**src/rtl/axi_dma_rd_if.sv**
```systemverilog
// axi_dma_rd_if: AXI4 read (AR/R) channels plus the AXI4-Stream output.
// master = DMA side (drives AR, rready, AXIS data); slave = memory + stream sink.
interface axi_dma_rd_if #(
    parameter int DATA_WIDTH = 128,
    parameter int ADDR_WIDTH = 32
);
    logic [ADDR_WIDTH-1:0] axi_araddr;
    logic [1:0]            axi_arburst;
    logic [3:0]            axi_arcache;
    logic [3:0]            axi_arid;
    logic [7:0]            axi_arlen;
    logic [2:0]            axi_arprot;
    logic [2:0]            axi_arsize;
    logic [3:0]            axi_aruser;
    logic                  axi_arvalid;
    logic                  axi_arready;
    logic [DATA_WIDTH-1:0] axi_rdata;
    logic [1:0]            axi_rresp;
    logic                  axi_rlast;
    logic                  axi_rvalid;
    logic                  axi_rready;
    logic [DATA_WIDTH-1:0] axis_tdata;
    logic                  axis_tvalid;
    logic                  axis_tready;
    logic                  axis_tlast;

    modport master (
        output axi_araddr, axi_arburst, axi_arcache, axi_arid,
        output axi_arlen, axi_arprot, axi_arsize, axi_aruser,
        output axi_arvalid,
        input  axi_arready,
        input  axi_rdata, axi_rresp, axi_rlast, axi_rvalid,
        output axi_rready,
        output axis_tdata, axis_tvalid, axis_tlast,
        input  axis_tready
    );

    modport slave (
        input  axi_araddr, axi_arburst, axi_arcache, axi_arid,
        input  axi_arlen, axi_arprot, axi_arsize, axi_aruser,
        input  axi_arvalid,
        output axi_arready,
        output axi_rdata, axi_rresp, axi_rlast, axi_rvalid,
        input  axi_rready,
        input  axis_tdata, axis_tvalid, axis_tlast,
        output axis_tready
    );
endinterface

```
**src/rtl/axi_dma_rd.sv**
```systemverilog
// axi_dma_rd: AXI4 INCR read-burst master streaming a memory region to AXIS.
// Ports: axi_aclk/axi_rstb, bus (AR/R + AXIS master), start/reset/loop control, status.
module axi_dma_rd #(
    parameter int DATA_WIDTH = 128,
    parameter int ADDR_WIDTH = 32,
    parameter int BURST_LEN  = 256
) (
    input  logic                  axi_aclk,
    input  logic                  axi_rstb,
    axi_dma_rd_if.master          bus,
    input  logic                  read_start,
    input  logic                  read_reset,
    input  logic                  read_loop,
    input  logic [ADDR_WIDTH-1:0] start_address,
    input  logic [31:0]           cap_size,
    output logic [ADDR_WIDTH-1:0] current_addr,
    output logic [7:0]            run_cycles,
    output logic                  rd_err,
    output logic                  play_done
);
    localparam int BURST_BYTES = BURST_LEN * DATA_WIDTH / 8;
    localparam int BB_LOG2     = $clog2(BURST_BYTES);
    localparam int BEAT_W      = (BURST_LEN > 1) ? $clog2(BURST_LEN) : 1;
    localparam logic [BEAT_W-1:0] LAST_BEAT = BEAT_W'(BURST_LEN - 1);
    localparam logic [ADDR_WIDTH-1:0] ALIGN_MASK =
        ~((ADDR_WIDTH'(1) << BB_LOG2) - ADDR_WIDTH'(1));

    typedef enum logic [1:0] {S_IDLE, S_ADDR, S_DATA, S_DRAIN} state_t;

    state_t                state;
    logic [ADDR_WIDTH-1:0] base;
    logic [31:0]           nbursts;
    logic [31:0]           burst_idx;
    logic [BEAT_W-1:0]     beat_cnt;
    logic [ADDR_WIDTH-1:0] araddr_q;
    logic                  arvalid_q;
    logic                  abort_q;

    logic [ADDR_WIDTH-1:0] start_aligned;
    logic [31:0]           nbursts_in;
    logic                  in_data;
    logic                  in_drain;
    logic                  rready_c;
    logic                  beat_fire;
    logic                  last_beat;
    logic                  last_burst;
    logic                  unused_ok;

    function automatic logic [ADDR_WIDTH-1:0] addr_of(
        input logic [ADDR_WIDTH-1:0] b,
        input logic [31:0]           idx
    );
        return b + (ADDR_WIDTH'(idx) << BB_LOG2);
    endfunction

    assign start_aligned = start_address & ALIGN_MASK;
    assign nbursts_in    = cap_size >> BB_LOG2;
    assign in_data       = (state == S_DATA);
    assign in_drain      = (state == S_DRAIN);
    assign last_beat     = (beat_cnt == LAST_BEAT);
    assign last_burst    = (burst_idx == nbursts - 32'd1);

    // The abort cycle itself already behaves as drain: the beat is
    // swallowed rather than forwarded.
    assign rready_c  = in_drain | (in_data & (read_reset | bus.axis_tready));
    assign beat_fire = bus.axi_rvalid & rready_c;

    assign bus.axi_rready  = rready_c;
    assign bus.axis_tvalid = in_data & ~read_reset & bus.axi_rvalid;
    assign bus.axis_tdata  = in_data ? bus.axi_rdata : '0;
    assign bus.axis_tlast  = in_data & ~read_reset & last_beat & last_burst;

    assign bus.axi_araddr  = araddr_q;
    assign bus.axi_arvalid = arvalid_q;
    assign bus.axi_arburst = 2'b01;
    assign bus.axi_arcache = 4'b0011;
    assign bus.axi_arid    = '0;
    assign bus.axi_arlen   = 8'(BURST_LEN - 1);
    assign bus.axi_arprot  = '0;
    assign bus.axi_arsize  = 3'($clog2(DATA_WIDTH / 8));
    assign bus.axi_aruser  = '0;

    assign unused_ok = &{1'b0, bus.axi_rresp[0]};

    always_ff @(posedge axi_aclk or negedge axi_rstb) begin
        if (!axi_rstb) begin
            state        <= S_IDLE;
            base         <= '0;
            nbursts      <= '0;
            burst_idx    <= '0;
            beat_cnt     <= '0;
            araddr_q     <= '0;
            arvalid_q    <= 1'b0;
            abort_q      <= 1'b0;
            current_addr <= '0;
            run_cycles   <= '0;
            rd_err       <= 1'b0;
            play_done    <= 1'b0;
        end else begin
            unique case (state)
                S_IDLE: begin
                    if (!read_reset && read_start) begin
                        base      <= start_aligned;
                        nbursts   <= nbursts_in;
                        burst_idx <= '0;
                        beat_cnt  <= '0;
                        abort_q   <= 1'b0;
                        if (nbursts_in == '0) begin
                            play_done <= 1'b1;
                        end else begin
                            play_done <= 1'b0;
                            araddr_q  <= start_aligned;
                            arvalid_q <= 1'b1;
                            state     <= S_ADDR;
                        end
                    end
                end
                S_ADDR: begin
                    // An issued AR cannot be withdrawn; an abort waits for
                    // the handshake and then drains the burst.
                    if (bus.axi_arready) begin
                        arvalid_q <= 1'b0;
                        beat_cnt  <= '0;
                        abort_q   <= 1'b0;
                        if (abort_q || read_reset) begin
                            state <= S_DRAIN;
                        end else begin
                            current_addr <= araddr_q;
                            state        <= S_DATA;
                        end
                    end else if (read_reset) begin
                        abort_q <= 1'b1;
                    end
                end
                S_DATA: begin
                    if (beat_fire &&
                        (bus.axi_rresp[1] || (bus.axi_rlast != last_beat)))
                        rd_err <= 1'b1;
                    if (beat_fire) begin
                        beat_cnt <= beat_cnt + 1'b1;
                        if (read_reset) begin
                            if (last_beat || bus.axi_rlast) begin
                                beat_cnt <= '0;
                                state    <= S_IDLE;
                            end else begin
                                state <= S_DRAIN;
                            end
                        end else if (last_beat) begin
                            beat_cnt <= '0;
                            if (!last_burst) begin
                                burst_idx <= burst_idx + 32'd1;
                                araddr_q  <= addr_of(base, burst_idx + 32'd1);
                                arvalid_q <= 1'b1;
                                state     <= S_ADDR;
                            end else begin
                                run_cycles <= run_cycles + 1'b1;
                                if (read_loop) begin
                                    burst_idx <= '0;
                                    araddr_q  <= base;
                                    arvalid_q <= 1'b1;
                                    state     <= S_ADDR;
                                end else begin
                                    play_done <= 1'b1;
                                    state     <= S_IDLE;
                                end
                            end
                        end
                    end else if (read_reset) begin
                        state <= S_DRAIN;
                    end
                end
                S_DRAIN: begin
                    if (beat_fire) begin
                        beat_cnt <= beat_cnt + 1'b1;
                        if (bus.axi_rlast || last_beat) begin
                            beat_cnt <= '0;
                            state    <= S_IDLE;
                        end
                    end
                end
                default: state <= S_IDLE;
            endcase
            if (read_reset) begin
                run_cycles   <= '0;
                current_addr <= '0;
                rd_err       <= 1'b0;
                play_done    <= 1'b0;
            end
        end
    end
endmodule

```
**src/flat_wrapper.sv**
```systemverilog
// flat-port wrapper written by rule: the top's interface ports become plain ports
module axi_dma_rd_flat 
#(
    parameter int DATA_WIDTH = 128,
    parameter int ADDR_WIDTH = 32,
    parameter int BURST_LEN  = 256
)
  (axi_aclk, axi_rstb, read_start, read_reset, read_loop, start_address, cap_size, current_addr, run_cycles, rd_err, play_done, bus_axi_araddr, bus_axi_arburst, bus_axi_arcache, bus_axi_arid, bus_axi_arlen, bus_axi_arprot, bus_axi_arsize, bus_axi_aruser, bus_axi_arvalid, bus_axi_arready, bus_axi_rdata, bus_axi_rresp, bus_axi_rlast, bus_axi_rvalid, bus_axi_rready, bus_axis_tdata, bus_axis_tvalid, bus_axis_tlast, bus_axis_tready);
  axi_dma_rd_if #(.DATA_WIDTH(DATA_WIDTH), .ADDR_WIDTH(ADDR_WIDTH)) bus_i ();
  input  logic axi_aclk;
  input  logic axi_rstb;
  input  logic read_start;
  input  logic read_reset;
  input  logic read_loop;
  input  logic [ADDR_WIDTH-1:0] start_address;
  input  logic [31:0] cap_size;
  output logic [ADDR_WIDTH-1:0] current_addr;
  output logic [7:0] run_cycles;
  output logic rd_err;
  output logic play_done;
  output wire logic [$bits(bus_i.axi_araddr)-1:0] bus_axi_araddr;
  output wire logic [$bits(bus_i.axi_arburst)-1:0] bus_axi_arburst;
  output wire logic [$bits(bus_i.axi_arcache)-1:0] bus_axi_arcache;
  output wire logic [$bits(bus_i.axi_arid)-1:0] bus_axi_arid;
  output wire logic [$bits(bus_i.axi_arlen)-1:0] bus_axi_arlen;
  output wire logic [$bits(bus_i.axi_arprot)-1:0] bus_axi_arprot;
  output wire logic [$bits(bus_i.axi_arsize)-1:0] bus_axi_arsize;
  output wire logic [$bits(bus_i.axi_aruser)-1:0] bus_axi_aruser;
  output wire logic [$bits(bus_i.axi_arvalid)-1:0] bus_axi_arvalid;
  input wire logic [$bits(bus_i.axi_arready)-1:0] bus_axi_arready;
  input wire logic [$bits(bus_i.axi_rdata)-1:0] bus_axi_rdata;
  input wire logic [$bits(bus_i.axi_rresp)-1:0] bus_axi_rresp;
  input wire logic [$bits(bus_i.axi_rlast)-1:0] bus_axi_rlast;
  input wire logic [$bits(bus_i.axi_rvalid)-1:0] bus_axi_rvalid;
  output wire logic [$bits(bus_i.axi_rready)-1:0] bus_axi_rready;
  output wire logic [$bits(bus_i.axis_tdata)-1:0] bus_axis_tdata;
  output wire logic [$bits(bus_i.axis_tvalid)-1:0] bus_axis_tvalid;
  output wire logic [$bits(bus_i.axis_tlast)-1:0] bus_axis_tlast;
  input wire logic [$bits(bus_i.axis_tready)-1:0] bus_axis_tready;
  assign bus_axi_araddr = bus_i.axi_araddr;
  assign bus_axi_arburst = bus_i.axi_arburst;
  assign bus_axi_arcache = bus_i.axi_arcache;
  assign bus_axi_arid = bus_i.axi_arid;
  assign bus_axi_arlen = bus_i.axi_arlen;
  assign bus_axi_arprot = bus_i.axi_arprot;
  assign bus_axi_arsize = bus_i.axi_arsize;
  assign bus_axi_aruser = bus_i.axi_aruser;
  assign bus_axi_arvalid = bus_i.axi_arvalid;
  assign bus_i.axi_arready = bus_axi_arready;
  assign bus_i.axi_rdata = bus_axi_rdata;
  assign bus_i.axi_rresp = bus_axi_rresp;
  assign bus_i.axi_rlast = bus_axi_rlast;
  assign bus_i.axi_rvalid = bus_axi_rvalid;
  assign bus_axi_rready = bus_i.axi_rready;
  assign bus_axis_tdata = bus_i.axis_tdata;
  assign bus_axis_tvalid = bus_i.axis_tvalid;
  assign bus_axis_tlast = bus_i.axis_tlast;
  assign bus_i.axis_tready = bus_axis_tready;
  axi_dma_rd #(.DATA_WIDTH(DATA_WIDTH), .ADDR_WIDTH(ADDR_WIDTH), .BURST_LEN(BURST_LEN)) u_core (.axi_aclk(axi_aclk), .axi_rstb(axi_rstb), .bus(bus_i), .read_start(read_start), .read_reset(read_reset), .read_loop(read_loop), .start_address(start_address), .cap_size(cap_size), .current_addr(current_addr), .run_cycles(run_cycles), .rd_err(rd_err), .play_done(play_done));
endmodule
```
**config.mk**
```make
export PLATFORM = sky130hd
export DESIGN_NAME = axi_dma_rd_flat
export DESIGN_NICKNAME = d
export VERILOG_FILES = /design/src/rtl/axi_dma_rd_if.sv /design/src/rtl/axi_dma_rd.sv /design/src/flat_wrapper.sv
export SDC_FILE = /design/constraint.sdc
export NUM_CORES = 1
export LEC_CHECK = 0
export CELL_PAD_IN_SITES_DETAIL_PLACEMENT = 0
export CELL_PAD_IN_SITES_GLOBAL_PLACEMENT = 1
export CORE_MARGIN = 2
export CORE_UTILIZATION = 33
export DETAILED_ROUTE_END_ITERATION = 7
export PLACE_DENSITY = 0.87
export SYNTH_ARGS = -nofsm -noshare
export SYNTH_HDL_FRONTEND = slang
export SYNTH_SLANG_ARGS = --single-unit
```
**constraint.sdc**
```tcl
create_clock -name axi_aclk -period 6.05 [get_ports axi_aclk]
set_input_delay 1.815 -clock axi_aclk [delete_from_list [all_inputs] [get_ports axi_aclk]]
set_output_delay 1.815 -clock axi_aclk [all_outputs]
set_load 0.05 [all_outputs]
```
## After elaboration in Yosys (flattened, before gate mapping)

Cells that the tools add are included.

| word-level totals | value |
|---|---|
| flip-flop bits (word level) | 158 |
| output and inout bits | 234 |
| word-level logic and storage cells | 149 |

| cells by class | value |
|---|---|
| $add $sub $neg | 5 |
| equal/unequal tests | 22 |
| mux-type cells | 71 |
| bitwise logic cells | 9 |
| reduce and logical (&&, ||, !) cells | 30 |

Operators by type and width:

| operator | count |
|---|---|
| two-way mux 32 bit | 17 |
| two-way mux 128 bit | 1 |
| one-hot mux 32 bit (2 select lines) | 2 |
| two-way mux 8 bit | 12 |
| adder 32 x 1 -> 32 bit, second input constant | 1 |
| adder 32 bit | 1 |
| equality test 32 bit | 1 |
| zero test 32 bit | 1 |
| one-hot mux 8 bit (4 select lines) | 1 |
| two-way mux 1 bit | 23 |
| two-way mux 2 bit | 11 |
| subtractor 20 x 1 -> 21 bit, second input constant | 1 |
| != test 3 bit, second input constant | 6 |
| nonzero test 2 bit | 9 |
| adder 8 x 1 -> 8 bit, second input constant | 2 |
| != test 2 bit, second input constant | 8 |
| AND reduction 7 bit | 2 |
| AND reduction 6 bit | 2 |
| equality test 8 bit, second input constant | 1 |
| one-hot mux 2 bit (4 select lines) | 1 |
| AND reduction 4 bit | 2 |
| AND reduction 8 bit | 1 |
| bitwise AND 1 bit | 6 |
| AND reduction 3 bit | 2 |
| 15 further kinds | 23 |

## Depth between registers and ports, before layout

Gate-level depths: netlist (run 1).

| depth | value |
|---|---|
| depth after elaboration | 8 |
| depth in mapped cells | 16 |
| depth with buffers taken out | 14 |

## Worst setup path before layout (run 1)

No wires, ideal clock.

| timing | value |
|---|---|
| path kind | register -> output |
| from | reg u_core.nbursts[0] |
| to | out bus_axis_tlast |
| data arrival time | 3535 ps |
| required time | 4235 ps |
| setup slack | 700 ps |
| stages on the path, launching flop included | 12 |
| buffers on the path | 2 |
| cell sequence | dfrtp_1 -> inv_1 -> ha_1 -> nor4b_1 -> nand3_1 -> nor4_1 -> xnor2_1 -> nand4_1 -> or3_1 -> clkbuf_1 -> clkbuf_1 -> nor2_1 |

| on the way | value |
|---|---|
| word-level cells in the longest chain between the ends | 3 |

RTL lines:

| item | RTL line | text |
|---|---|---|
| start: declaration | axi_dma_rd.sv:32 | `logic [31:0] nbursts;` |
| start signal: assignment | axi_dma_rd.sv:104 | `nbursts <= nbursts_in;` |
| subtractor 20 x 1 -> 21 bit | axi_dma_rd.sv:61 | `assign last_burst = (burst_idx == nbursts - 32'd1);` |
| equality test 32 bit | axi_dma_rd.sv:61 |  |
| bitwise AND 1 bit | axi_dma_rd.sv:71 | `assign bus.axis_tlast = in_data & ~read_reset & last_beat & last_burst;` |
| end: declaration | flat_wrapper.sv:38 | `output wire logic [$bits(bus_i.axis_tlast)-1:0] bus_axis_tlast;` |

Every way passes these cells.

## Final worst setup path (run 1)

| timing | value |
|---|---|
| from | reg u_core.nbursts[3] |
| to | out bus_axis_tlast |

The elaborated chain is that of the path after synthesis.

==> flow_metrics.py, run 1 <==
metrics = {
    "worst_setup_path": {
        "slowest_stage": "nor4_1",
        "crit_family": "simple AND/OR/NAND/NOR gates",
        "crit_fanout": 7,
        "crit_buf_inv": 1,
        "cp-end-kind": "output pin",
        "start_kind": "register",
        "cpPeakStageDelay_ps": 630,
        "crit_top_cell": "nand4_1",
        "critPathKind": "register to output pin",
        "cp_cell_sequence": "nor4_1 -> nand4_1 -> a211o_1 -> a211oi_1 -> nand4_1 -> or3_1 -> nor2_1 -> buf_12",
        "cp_data_arrival_time_ps": 3580,
        "required_ps": 4240,
    },
    "global_route": {
        "grt_pass1_vias": 8972,
        "grt_first_pass_wirelength_um": 49860,
        "track_usage": 0.2089,
        "antenna_found_initial": 5,
        "grt_max_degree": 92,
        "grt-ovfl-total": 0,
    },
    "routing": {
        "postRouteAntennaNets": 0,
        "drt-wirelength-per-cell_um": 17.45,
        "viasPerCell": 4.959,
        "drt-initial-drc-count": 585,
        "route.detailed.drc": 0,
        "totalWireLength_um": 32260,
        "vias": 9170,
        "drt_pre_antenna_iters": 5,
    },
    "die": {
        "core_area_sq_um": 28630,
        "initial_core_util": 0.3351,
        "die_width_um": 174.5,
        "rows": 62,
        "fp.dieH_um": 174.5,
        "io_pins": 437,
        "floorplan.die_area_sq_um": 30450,
    },
    "logic_synthesis": {
        "asyncSetResetFlopFracSynth": 1.000,
        "synth_top_area_cell": "dfrtp_1",
        "synthesis.instances": 1126,
        "synth_seq_area_share": 0.3496,
        "synth_cell_types": 66,
        "synthFlopType": "dfrtp_1",
        "yosysWarningCount": 0,
        "avgSynthCellArea_sq_um": 8.519,
        "synth_edf_count": 0,
        "netlist_area_sq_um": 9593,
        "synthTopCellsByArea": "dfrtp_1 35%, and2_1 8.9%, buf_4 4.5%",
        "synth_top_area_share": 0.3496,
        "ys_seq_elements": 134,
    },
    "clock_network": {
        "path_clk_slew_ps": 60,
        "clk_path_buf_depth": 2,
        "hold_buffers": 0,
        "cts_buffers": 17,
        "clk-insertion-delay-late_ps": 430,
        "cts_sinks": 134,
        "post_cts_buffers": 0,
        "cts_resized": 0,
        "cts_max_level": 4,
        "cts_tree": "yes",
        "cts_root_buffer": "clkbuf_16",
    },
    "final_layout": {
        "drive_above_1_share": 0.06767,
        "area_growth_pct": 46.52,
        "fin_nets": 1678,
        "layout_common_cells": "355 x clkdlybuf4s50_1, 136 x and2_1, 134 x dfrtp_1",
        "final_common_cell": "clkdlybuf4s50_1",
    },
    "sta": {
        "finalMaxSlewViolations": 0,
        "finClkSkew_ps": 10.32,
        "rsz0062_at_grt": "no",
        "setup_viol": 0,
        "setup_slack_ps": 654.4,
        "slew_headroom": 0.3591,
        "worst_pin_slew_ps": 961.4,
        "fin_setup_tns_ps": 0,
        "report.final.hold_viol_count": 0,
        "fin_crit_sh": 0.8918,
        "period_needed_ps": 5396,
        "fmax_mhz": 185.3,
    },
    "worst_hold_path": {
        "hold_path.class": "register to register",
    },
    "place": {
        "hpwl_um": 25170,
        "dpl_worst_slack_ps": 914.7,
        "port_buffers": 359,
        "finalWeightedCongestion": 0.8983,
    },
    "power_and_ir_drop": {
        "p_leak_nw": 5.778,
        "p_per_area_nw_per_um2": 419.6,
        "peakVddDrop_mv": 0.1857,
    },
    "outcome": {
        "status": "finished, final reports clean",
    },
    "flow_run": {
        "max-cap-violations": 0,
    },
}
[through the flow]
| step | hold WS [ps] | instance area [sq um] | cells | power [mW] | util |
|---|---|---|---|---|---|
| 2_1_floorplan | 460.4 | 9781 | 1176 | 3.661 | - |
| 3_3_place_gp | 478.3 | 13350 | 1815 | 4.635 | 0.4663 |
| 3_5_place_dp | 484.7 | 13350 | 1815 | 4.677 | 0.4663 |
| 4_1_cts | 497.6 | 14050 | 1847 | 5.941 | 0.4909 |
| 5_1_grt | 530.3 | 14050 | 1847 | 6.228 | 0.4909 |
| 6_report | 491.3 | 14060 | 1849 | 5.898 | 0.4910 |
[cells in the mapped netlist (3+ instances only)]
cell,number
dfrtp_1,134
ha_1,24
buf_4,57
clkbuf_1,55
mux2i_1,17
nor2b_1,12
nor2_1,68
or3_1,5
mux2_1,3
buf_2,3
or4_1,3
nor3_1,22
or2_2,5
and2_1,136
a211oi_1,21
nand3b_1,5
nor3b_1,4
mux2_2,38
a21o_1,21
nand2_1,101
and3_1,17
xor2_1,19
inv_1,22
o21bai_1,3
a22o_1,3
nand2b_1,15
o21ai_0,74
nand4_1,13
a211o_1,4
nor4_1,14
a21oi_1,50
o21a_1,3
nand4b_1,3
o31ai_1,18
xnor2_1,36
nand3_1,51
o211ai_1,7
and4_1,4
[cell type report]
class	instances	area (sq um)
diodes	2	5.005
fillers	2675	14570
multi-input cells	904	5719
well taps	384	480.5
repair buffers	371	3711
inverters	22	82.58
flip-flops and latches	134	3353
clock inverters	12	247.7
clock buffers	20	456.7
[per-layer routing]
layer  wire [um]  up-vias  part of all wire  global-route usage
li1            -     4488                 -                   -
met1       13390     4363              0.42              0.2565
met2       16450      277              0.51              0.3709
met3        1987       36             0.062             0.04965
met4         398        6             0.012             0.04653
met5          33        -            0.0010                   0
[sequential cells by signal, indices dropped and copies added (netlist names)]
name and count:
u_core.state 2, u_core.nbursts 20, u_core.abort_q 1, u_core.rd_err 1, u_core.bus.axi_arvalid 1, u_core.bus.axi_araddr 20, u_core.run_cycles 8, u_core.play_done 1
u_core.beat_cnt 8, u_core.base 20, u_core.burst_idx 32, u_core.current_addr 20
[final timing paths]
check	startpoint	endpoint	slack [ps]	depth (start not counted)
worst max-delay path	u_core.nbursts[3]	bus_axis_tlast	650	8
worst min-delay path	u_core.rd_err	u_core.rd_err	490	1
max in group asynchronous	axi_rstb	u_core.burst_idx[31]	3330	2
min in group asynchronous	axi_rstb	u_core.rd_err	1520	1
worst max register to register	u_core.nbursts[3]	u_core.run_cycles[6]	1700	10
worst min register to register	u_core.rd_err	u_core.rd_err	490	1
[cells by family after synthesis]
family	Yosys count	synth area share
flops	134	0.3496
fa+ha+maj	25	0.03339
simple gates	484	0.2705
other cells	2	0.0007829
xor+xnor	56	0.05256
mux	58	0.06587
buf+inv	138	0.07682
compound gates	229	0.1505
[power by group]
group	leakage [nW]	total, mW	switching (mW)	internal [mW]
Sequential	1.75	1.48	0.327	1.15
Combinational	3.69	3.18	1.97	1.20
Clock	0.336	1.24	0.403	0.837
Total	5.78	5.90	2.70	3.19
Note: power is estimated with default switching activity, not from simulation.
==> run 2: changes to the inputs <==
CTS_BUF_LIST = sky130_fd_sc_hd__clkbuf_4 sky130_fd_sc_hd__clkbuf_8   (was default)
==> flow_metrics.py, run 2 (synthesized netlist as in run 1, its figures left out) <==
metrics = {
    "worst_hold_path": {
        "hold_path.class": "register to register",
        "whs_path_depth": 1,
    },
    "power_and_ir_drop": {
        "peakVddDrop_mv": 0.1573,
        "p_per_area_nw_per_um2": 405.7,
        "p_comb_frac": 0.565,
        "swShare": 0.4747,
        "p_leak_nw": 5.695,
        "pwr-share-seq": 0.263,
        "switching_power_mw": 2.671,
        "internal_power_mw": 2.955,
        "p_clk_frac": 0.172,
    },
    "place": {
        "hpwl_um": 25170,
        "finalWeightedCongestion": 0.8983,
        "dpl_cell_area_sq_um": 13350,
        "numPlacedInstances": 1815,
        "port_buffers": 359,
    },
    "worst_setup_path": {
        "cp_data_arrival_time_ps": 3650,
        "crit_buf_inv": 1,
        "crit_family": "simple AND/OR/NAND/NOR gates",
        "critPathKind": "register to output pin",
        "cp-end-kind": "output pin",
        "crit_fanout": 7,
        "cp_cell_sequence": "nor4_1 -> nand4_1 -> a211o_1 -> a211oi_1 -> nand4_1 -> or3_1 -> nor2_1 -> buf_12",
        "crit_top_cell": "nand4_1",
        "slowest_stage": "nor4_1",
        "worst-path-stages": 8,
        "cpPeakStageDelay_ps": 620,
        "worstRegToRegCells": 10,
        "start_kind": "register",
        "required_ps": 4240,
    },
    "sta": {
        "period_needed_ps": 5468,
        "setup_viol": 0,
        "rsz0062_at_grt": "no",
        "worst_pin_slew_ps": 943.4,
        "finalMaxSlewViolations": 0,
        "finClkSkew_ps": 15.27,
        "timing.hold.ws_ps": 494.8,
        "fin_crit_sh": 0.9038,
        "report.final.hold_viol_count": 0,
        "slew_headroom": 0.3711,
        "fin_setup_tns_ps": 0,
        "fmax_mhz": 182.9,
    },
    "final_layout": {
        "largest_reg_flops": 32,
        "fin_nets": 1678,
        "finalInstanceArea_sq_um": 13870,
        "fillers": 2714,
        "fin_cells": 1849,
        "layout_common_cells": "355 x clkdlybuf4s50_1, 136 x and2_1, 134 x dfrtp_1",
        "area_growth_pct": 44.57,
        "final_common_cell": "clkdlybuf4s50_1",
        "drive_above_1_share": 0.06835,
        "top_register": "u_core.burst_idx",
    },
    "routing": {
        "drt-initial-drc-count": 649,
        "drt_pre_antenna_iters": 5,
        "totalWireLength_um": 32110,
        "vias": 9215,
        "drt-wirelength-per-cell_um": 17.37,
        "route.detailed.drc": 0,
        "postRouteAntennaNets": 0,
        "viasPerCell": 4.984,
    },
    "die": {
        "floorplan.die_area_sq_um": 30450,
        "rows": 62,
        "core_area_sq_um": 28630,
        "io_pins": 437,
        "die_width_um": 174.5,
        "fp.dieH_um": 174.5,
        "initial_core_util": 0.3351,
    },
    "clock_network": {
        "hold_buffers": 0,
        "cts_buffers": 17,
        "cts_tree": "yes",
        "cts_max_level": 4,
        "path_clk_slew_ps": 80,
        "clk-insertion-delay-late_ps": 460,
        "cts_sinks": 134,
        "post_cts_buffers": 0,
        "cts_root_buffer": "clkbuf_8",
        "cts_resized": 0,
        "clk_path_buf_depth": 2,
    },
    "global_route": {
        "grt_pass1_vias": 8955,
        "grt_max_degree": 92,
        "grt_first_pass_wirelength_um": 49600,
        "track_usage": 0.2075,
        "antenna_found_initial": 4,
        "grt-ovfl-total": 0,
    },
    "flow_run": {
        "max-cap-violations": 0,
    },
    "outcome": {
        "status": "finished, final reports clean",
    },
}
[run 2: worst paths after layout]
check,startpoint,slack [ps],end
min in group asynchronous,axi_rstb,1500,u_core.rd_err
min reg2reg,u_core.rd_err,490,u_core.rd_err
min,u_core.rd_err,490,u_core.rd_err
max in group asynchronous,axi_rstb,3420,u_core.burst_idx[31]
max reg2reg,u_core.nbursts[3],1660,u_core.run_cycles[6]
max,u_core.nbursts[3],580,bus_axis_tlast
[run 2: per-layer routing]
layer / up-vias / track usage / wire, um
met5: - / 0 / 13
met1: 4387 / 0.2574 / 13390
met4: 2 / 0.04132 / 351
met2: 314 / 0.3684 / 16350
li1: 4479 / - / -
met3: 33 / 0.04834 / 2009
[run 2: through the flow]
| stage | total power [mW] | setup WS, ps | util |
|---|---|---|---|
| global route | 5.951 | 353.6 | 0.4843 |
| floorplan | 3.661 | 699.9 | - |
| CTS | 5.660 | 625.7 | 0.4843 |
| detailed placement | 4.677 | 914.7 | 0.4663 |
| global placement | 4.635 | 908.8 | 0.4663 |
| finish | 5.626 | 582.0 | 0.4845 |
[run 2: layout make-up]
cell class / count / area (sq um) / share of cell area
diodes: 2 / 5.005 / 0.0003609
repair buffers: 371 / 3711 / 0.2676
flip-flops and latches: 134 / 3353 / 0.2418
clock buffers: 20 / 269.0 / 0.01940
inverters: 22 / 82.58 / 0.005955
well taps: 384 / 480.5 / 0.03464
multi-input cells: 904 / 5719 / 0.4124
clock inverters: 12 / 247.7 / 0.01786
[run 2: power groups by stage]
stage	clock, mW	sequential, mW	combinational [mW]
2_1_floorplan	0	1.65	2.01
3_3_place_gp	0	1.49	3.15
3_5_place_dp	0	1.50	3.18
4_1_cts	0.985	1.48	3.20
5_1_grt	1.02	1.52	3.41
6_report	0.970	1.48	3.18
==> run 3: changes to the inputs <==
ABC_AREA = 0   (was default)
clock period = 6.82 ns   (was 6.05 ns; I/O delays follow)
==> flow_metrics.py, run 3 (synthesized netlist as in run 1, its figures left out) <==
metrics = {
    "outcome": {
        "status": "finished, final reports clean",
    },
    "worst_hold_path": {
        "whs_path_depth": 1,
        "min_from": "u_core.rd_err",
        "hold_path.class": "register to register",
    },
    "final_layout": {
        "drive_above_1_share": 0.06835,
        "fin_nets": 1678,
        "top_register": "u_core.burst_idx",
        "finish.utilization": 0.4816,
        "layout_common_cells": "355 x clkdlybuf4s50_1, 136 x and2_1, 134 x dfrtp_1",
        "final_common_cell": "clkdlybuf4s50_1",
        "finalInstanceArea_sq_um": 13790,
        "largest_reg_flops": 32,
        "area_growth_pct": 43.72,
    },
    "routing": {
        "route.detailed.drc": 0,
        "viasPerCell": 4.949,
        "drt-wirelength-per-cell_um": 17.27,
        "postRouteAntennaNets": 0,
        "vias": 9156,
        "drt_pre_antenna_iters": 6,
        "totalWireLength_um": 31960,
        "drt-initial-drc-count": 576,
    },
    "power_and_ir_drop": {
        "p_leak_nw": 5.665,
        "p_per_area_nw_per_um2": 354.2,
        "peakVddDrop_mv": 0.1380,
    },
    "sta": {
        "fin_setup_tns_ps": 0,
        "finClkSkew_ps": 11.63,
        "setup_slack_ps": 1163,
        "finalMaxSlewViolations": 0,
        "report.final.hold_viol_count": 0,
        "slew_headroom": 0.4123,
        "fin_crit_sh": 0.8294,
        "setup_viol": 0,
        "worst_pin_slew_ps": 881.6,
        "period_needed_ps": 5657,
        "rsz0062_at_grt": "no",
        "fmax_mhz": 176.8,
    },
    "place": {
        "port_buffers": 359,
        "dpl_worst_slack_ps": 1215,
        "finalWeightedCongestion": 0.8565,
        "hpwl_um": 25170,
        "dpl_cell_area_sq_um": 13320,
    },
    "clock_network": {
        "cts_sinks": 134,
        "clk_path_buf_depth": 2,
        "post_cts_buffers": 0,
        "cts_buffers": 17,
        "cts_tree": "yes",
        "clk-insertion-delay-late_ps": 450,
        "cts_max_level": 4,
        "hold_buffers": 0,
        "cts_root_buffer": "clkbuf_8",
        "path_clk_slew_ps": 70,
        "cts_resized": 0,
    },
    "die": {
        "fp.dieH_um": 174.5,
        "die_width_um": 174.5,
        "core_area_sq_um": 28630,
        "initial_core_util": 0.3351,
        "io_pins": 437,
        "rows": 62,
        "floorplan.die_area_sq_um": 30450,
    },
    "worst_setup_path": {
        "cp_data_arrival_time_ps": 3610,
        "start_kind": "input pin",
        "crit_buf_inv": 2,
        "crit_start": "bus_axi_rdata[101]",
        "cp_cell_sequence": "clkdlybuf4s50_1 -> and2_1 -> clkdlybuf4s50_1",
        "critPathKind": "input pin to output pin",
        "cpPeakStageDelay_ps": 800,
        "slowest_stage": "clkdlybuf4s50_1",
        "crit_fanout": 1,
        "required_ps": 4770,
        "crit_family": "buffers and inverters",
        "worst-path-stages": 3,
        "crit_top_cell": "clkdlybuf4s50_1",
        "cp-end-kind": "output pin",
        "worstRegToRegCells": 9,
        "rr_startpoint": "u_core.nbursts[3]",
    },
    "global_route": {
        "track_usage": 0.2055,
        "antenna_found_initial": 3,
        "grt_max_degree": 95,
        "grt-ovfl-total": 0,
        "grt_first_pass_wirelength_um": 48980,
        "grt_pass1_vias": 8768,
    },
    "flow_run": {
        "max-cap-violations": 0,
    },
}
run 3: report_power, final:
group          internal [mW]  switching, mW
logic                   1.06           1.74
registers               1.02          0.297
clock network          0.448          0.322
total                   2.53           2.36
run 3: layer usage:
layer	share of wire	global-route usage	vias to the layer above	wire length, um
met4	0.011	0.04236	4	349
met1	0.42	0.2572	4360	13490
met5	0.00072	0	-	23
met3	0.060	0.04878	25	1932
met2	0.51	0.3606	285	16160
li1	-	-	4482	-
run 3: cell type report:
cell class	instances	area, sq um
Fill cell	2705	14840
Multi-Input combinational cell	904	5719
Timing Repair Buffer	371	3686
Sequential cell	134	3353
Tap cell	384	480.5
Clock buffer	19	255.2
Clock inverter	13	202.7
Inverter	22	82.58
Antenna cell	3	7.507
run 3: path summary, 6_finish.rpt:
kind                                        endpoint  slack, ps
max                              bus_axis_tdata[101]       1160
min                                    u_core.rd_err        490
max reg2reg                u_core.bus.axi_araddr[14]       2310
min reg2reg                            u_core.rd_err        490
max in group asynchronous            u_core.base[20]       4110
min in group asynchronous         u_core.beat_cnt[6]       1630
run 3: per-stage QoR:
step	total power, mW	hold WS (ps)	std cells
2_1_floorplan	3.248	460.4	1176
3_3_place_gp	4.100	477.2	1815
5_1_grt	5.177	530.7	1847
4_1_cts	4.919	499.5	1847
6_report	4.884	493.3	1850
3_5_place_dp	4.137	482.9	1815
